File: config.mk
export PLATFORM = sky130hd
export DESIGN_NAME = fetch_unit
export DESIGN_NICKNAME = d
export VERILOG_FILES = /design/src/rtl/fetch_unit.sv
export SDC_FILE = /design/constraint.sdc
export NUM_CORES = 1
export LEC_CHECK = 0
export CAP_MARGIN = 15
export CORE_UTILIZATION = 55
export CTS_BUF_LIST = sky130_fd_sc_hd__clkbuf_16
export CTS_CLUSTER_DIAMETER = 120
export DETAILED_ROUTE_END_ITERATION = 10
export PLACE_DENSITY_LB_ADDON = 0.2
export RECOVER_POWER = 100
export SETUP_SLACK_MARGIN = 0.2
export SLEW_MARGIN = 20
export SYNTH_ARGS = -nofsm -noshare
export SYNTH_HDL_FRONTEND = slang
export SYNTH_SLANG_ARGS = --single-unit
File: constraint.sdc
create_clock -name clk -period 4.91 [get_ports clk]
set_input_delay 0.982 -clock clk [delete_from_list [all_inputs] [get_ports clk]]
set_output_delay 0.982 -clock clk [all_outputs]
set_load 0.005 [all_outputs]
File: src/rtl/fetch_unit.sv
// In-order instruction fetch stage: owns the fetch PC, issues word requests to
// instruction memory and hands fetched words to decode through a small PC-tagged queue.
module fetch_unit #(
    parameter logic [31:0] RESET_PC    = 32'h0000_0000,
    parameter int          QUEUE_DEPTH = 4
) (
    input  logic        clk,
    input  logic        reset_n,
    output logic        imem_req_valid,
    input  logic        imem_req_ready,
    output logic [31:0] imem_req_addr,
    input  logic        imem_rsp_valid,
    input  logic [31:0] imem_rsp_data,
    input  logic        redirect_valid,
    input  logic [31:0] redirect_pc,
    output logic        out_valid,
    input  logic        out_ready,
    output logic [31:0] out_instruction,
    output logic [31:0] out_pc
);

    localparam int          IW      = $clog2(QUEUE_DEPTH);
    localparam int          PW      = IW + 1;
    localparam logic [PW:0] DEPTH_W = (PW + 1)'(QUEUE_DEPTH);
    localparam logic [31:0] NOP     = 32'h0000_0013;

    logic [31:0]            fetch_pc;
    logic [PW-1:0]          alloc_ptr, fill_ptr, read_ptr, discard_cnt;
    logic [31:0]            q_pc   [QUEUE_DEPTH];
    logic [31:0]            q_data [QUEUE_DEPTH];
    logic [QUEUE_DEPTH-1:0] q_filled;

    logic [IW-1:0] alloc_idx, fill_idx, read_idx;
    logic [PW-1:0] allocated, outstanding, discard_next;
    logic [PW:0]   budget, discard_sum;
    logic          empty, req_fire, rsp_fill, pop;

    assign alloc_idx   = alloc_ptr[IW-1:0];
    assign fill_idx    = fill_ptr[IW-1:0];
    assign read_idx    = read_ptr[IW-1:0];
    assign allocated   = alloc_ptr - read_ptr;
    assign outstanding = alloc_ptr - fill_ptr;
    assign empty       = (alloc_ptr == read_ptr);

    // Stale responses still owed by memory occupy queue budget so in-flight never exceeds depth.
    assign budget         = {1'b0, allocated} + {1'b0, discard_cnt};
    assign imem_req_valid = reset_n && !redirect_valid && (budget < DEPTH_W);
    assign imem_req_addr  = fetch_pc;
    assign req_fire       = imem_req_valid && imem_req_ready;

    assign rsp_fill = imem_rsp_valid && !redirect_valid && (discard_cnt == '0);

    assign out_valid       = !redirect_valid && q_filled[read_idx] && !empty;
    assign out_instruction = out_valid ? q_data[read_idx] : NOP;
    assign out_pc          = out_valid ? q_pc[read_idx] : 32'h0;
    assign pop             = out_valid && out_ready;

    // A response landing in the redirect cycle retires one of the owed responses.
    assign discard_sum  = {1'b0, discard_cnt} + {1'b0, outstanding};
    assign discard_next = (imem_rsp_valid && discard_sum != '0)
                        ? PW'(discard_sum - (PW + 1)'(1))
                        : PW'(discard_sum);

    always_ff @(posedge clk or negedge reset_n) begin
        if (!reset_n) begin
            fetch_pc    <= RESET_PC;
            alloc_ptr   <= '0;
            fill_ptr    <= '0;
            read_ptr    <= '0;
            discard_cnt <= '0;
            q_filled    <= '0;
        end else if (redirect_valid) begin
            fetch_pc    <= {redirect_pc[31:2], 2'b00};
            alloc_ptr   <= '0;
            fill_ptr    <= '0;
            read_ptr    <= '0;
            discard_cnt <= discard_next;
            q_filled    <= '0;
        end else begin
            if (req_fire) begin
                fetch_pc            <= fetch_pc + 32'd4;
                alloc_ptr           <= alloc_ptr + PW'(1);
                q_filled[alloc_idx] <= 1'b0;
            end
            if (imem_rsp_valid) begin
                if (discard_cnt != '0) begin
                    discard_cnt <= discard_cnt - PW'(1);
                end else begin
                    fill_ptr           <= fill_ptr + PW'(1);
                    q_filled[fill_idx] <= 1'b1;
                end
            end
            if (pop) begin
                read_ptr <= read_ptr + PW'(1);
            end
        end
    end

    always_ff @(posedge clk) begin
        if (req_fire) begin
            q_pc[alloc_idx] <= fetch_pc;
        end
        if (rsp_fill) begin
            q_data[fill_idx] <= imem_rsp_data;
        end
    end

endmodule

==> flow_summary_export.csv <==
group,metric,value,unit
die,placementRows,54,
critical_path,required,3930,ps
global_routing,grt_pass1_vias,7683,
power_and_ir_drop,ir_worst_vdd,307,uV
sta,slew_viol_final,132,
clocking,cts-root-buf,"clkbuf_16",
clocking,cts_made_buffers,30,
drt,dr.pass1.iters,10,
drt,via_count,7250,
clocking,path_clk_slew,60,ps
critical_path,regToRegSetupSlack,380,ps
critical_path,worstPathArrival,3600,ps
layout,syn_to_final_growth,23.0,%
clocking,clkSinkCount,294,
drt,wl_met1,10900,um
placement,port-buffer-count,161,
sta,slew_headroom,-13.6,%
clocking,cts_tree,"built",
die,io_pins,168,
sta,fin_setup_tns,0,ps
critical_path,crit_family,"buffers and inverters",
drt,final_antenna_net_count,0,
critical_path,slowest_delay,720,ps
synth,synth.distinct_cells,47,
synth,netlist_instances,744,
global_routing,grt_pass1_wl,41600,um
drt,drt-total-wl,26200,um
critical_path,cp_max_fo,25,
layout,final_core_util,69.5,%
die,die_w,152,um
critical_path,critical_path.slowest_cell,"o211a_1",
synth,synth_edf_count,248,
die,dieArea,23200,sq um
sta,rsz0062_at_grt,"no",
worst_hold_path,hold_end,"q_filled[3]$_DFF_PN0_",
critical_path,cp-start-kind,"register",
critical_path,r2r_start,"alloc_ptr[0]$_DFFE_PN0P_",
critical_path,worst_r2r_endpoint,"q_pc[3][12]$_DFFE_PP_",
worst_hold_path,min_path_cells,2,
layout,multi_input_area,3560,sq um
clocking,cts_buffer_depth,3,
clocking,insertion_delay,540,ps
critical_path,cp_common_cell,"clkbuf_1",
synth,ys_ff_latch,294,
placement,dp_hpwl,16300,um
synth,synth.yosys.warnings,0,
sta,max_freq,218,MHz
synth,synth_area_leaders,"edfxtp_1, mux4_2, dfrtp_1, and2_1, ha_1",
synth,async_reset_ff_share,15.6,%
synth,ys_seq_area_share,69.2,%
global_routing,overflow,0,
placement,routabilityCongestion,0.783,
layout,seq_area,8600,sq um
outcome,violations,"design-rule violations, max-capacitance violations, max-slew violations",
synth,synth.most_common_cell,"edfxtp_1",
critical_path,timing_worst_setup_path_type,"reg -> out",
die,core,22000,sq um
worst_hold_path,hp-start,"q_filled[3]$_DFF_PN0_",
sta,post-route-period-util,93.4,%
drt,vias_per_cell,5.93,
drt,drt_iter0_markers,538,
power_and_ir_drop,finalPower,0.00583,W
drt,route.detailed.drc,22,
global_routing,grt_max_degree,65,
synth,synth_common_cells,"edfxtp_1, mux4_2, and2_1",
synth,synth_top_area_cell,"edfxtp_1",
synth,synthesis.area,12400,sq um
outcome,status,"finished with violations",
drt,top_layer,"met4",
layout,finalNetCount,1011,
global_routing,antenna_found_initial,3,
die,die_h,152,um
clocking,h-tree-depth,1,
synth,ys.flop_type,"edfxtp_1",
power_and_ir_drop,powerDensity,381,nW/um^2
sta,final.min_clock_period,4590,ps
sta,fin_skew,13.4,ps
sta,setup_viol,0,
sta,hold_viol_final,0,
layout,drive_gt1_share,13.5,%
worst_hold_path,hold_class,"reg -> reg",
synth,syn_avg_cell_area,16.7,sq um
critical_path,rr_worst_depth,11,
global_routing,grt_use_total,23.1,%
layout,fill_cells,1434,
critical_path,path_buf_inv,3,
sta,worst_slew_pin_slew,1700,ps
power_and_ir_drop,p_leak,5.42,nW
die,start_util,56.4,%
critical_path,crit_chain,"clkbuf_1 > mux4_2 > o211a_1 > clkbuf_1 > and2_1 > clkdlybuf4s50_1",
drt,wl_per_cell,21.5,um
flow_run,maxCapViolCount,4,
drt,route.met2.wl,13100,um
synth,synth_top_area_share,59.9,%
critical_path,critPathCaptureType,"primary output",
drt,met3_length,1610,um
## power by group
| part | leakage [nW] | internal [W] | switching, W | total, W |
|---|---|---|---|---|
| logic | 2.08 | 0.000304 | 0.000339 | 0.000642 |
| clock network | 0.518 | 0.00133 | 0.000900 | 0.00223 |
| registers | 2.82 | 0.00285 | 0.000111 | 0.00296 |
## tightest hold or removal path: cells and delay by family, from the launching register on
| kind | cells | cell delay [ps] |
|---|---|---|
| simple gates | 1 | 60 |
| flops | 1 | 380 |
| compound gates | 1 | 60 |
## cell usage in the layout (no fill, tap or decap), types with 6 or more instances in the layout
| cell | n |
|---|---|
| nand4_1 | 13 |
| o21ai_0 | 23 |
| and3_1 | 10 |
| inv_1 | 28 |
| edfxtp_1 | 248 |
| o311ai_0 | 9 |
| and2_1 | 50 |
| clkdlybuf4s50_1 | 55 |
| and2_0 | 10 |
| a21oi_1 | 9 |
| nor2_1 | 24 |
| xor2_1 | 10 |
| buf_4 | 6 |
| ha_1 | 21 |
| mux4_2 | 63 |
| o211ai_1 | 13 |
| dlygate4sd3_1 | 104 |
| nand2_1 | 54 |
| dfrtp_1 | 44 |
| clkbuf_1 | 7 |
| nand3_1 | 18 |
| clkinv_2 | 9 |
| xnor2_1 | 7 |
| clkbuf_16 | 34 |
## sequential cells by signal, summed over array words and instances, names as in the netlist
register       flops
alloc_ptr          3
discard_cnt        3
fill_ptr           3
imem_req_addr     30
q_data           128
q_filled           4
q_pc             120
read_ptr           3
## cell type report
class | count | area share [%]
flip-flops and latches | 294 | 56.2
multi-input cells | 390 | 23.3
repair buffers | 178 | 11.1
clock buffers | 34 | 5.56
well taps | 280 | 2.29
clock inverters | 20 | 0.908
inverters | 23 | 0.564
diodes | 3 | 0.0491
## worst max path at each step
stage,depth (start not counted),slack (ps),to,from
5_1_grt,6,120,out_instruction[30],read_ptr[0]$_DFFE_PN0P_
2_1_floorplan,11,1120,q_pc[0][10]$_DFFE_PP_,read_ptr[1]$_DFFE_PN0P_
3_5_place_dp,8,690,imem_req_valid,read_ptr[0]$_DFFE_PN0P_
3_3_place_gp,8,730,imem_req_valid,read_ptr[0]$_DFFE_PN0P_
6_report,6,320,out_pc[25],read_ptr[0]$_DFFE_PN0P_
4_1_cts,9,280,imem_req_valid,alloc_ptr[0]$_DFFE_PN0P_
## through the flow
step / instance area [sq um] / hold WS (ps) / setup slack [ps] / cells
detailed placement: 14400 / 527 / 695 / 1163
finish: 15300 / 536 / 325 / 1222
floorplan: 12400 / 486 / 1120 / 747
global placement: 14400 / 505 / 725 / 1163
CTS: 15400 / 541 / 284 / 1219
global route: 15300 / 562 / 119 / 1221
## layer usage
layer / global-route usage [%] / up-vias
li1: - / 3243
met1: 31.1 / 3691
met2: 38.8 / 263
met3: 3.75 / 53
met4: 7.82 / 0
met5: 0 / -
## kinds of logic (layout without fill, tap and decap cells)
family	after synthesis	count (layout)	share of synthesized area, %
flip-flops	294	294	69.2
AND/OR/NAND/NOR	203	203	9.04
other	1	7	0.0302
AO/OA/AOI/OAI	76	76	4.18
adder cells (fa/ha/maj)	24	24	2.60
XOR/XNOR	17	17	1.20
multiplexers	66	66	11.7
buffers and inverters	63	255	2.15
## what timing repair did
| action | in CTS | in global routing |
|---|---|---|
| setup endpoints to repair | 1 | 1 |
| pin swaps | 0 | 0 |
| resized for setup | 0 | 1 |
| buffers inserted | 2 | 0 |
| hold buffers | 0 | 0 |
Note: power is estimated with default switching activity, not from simulation.
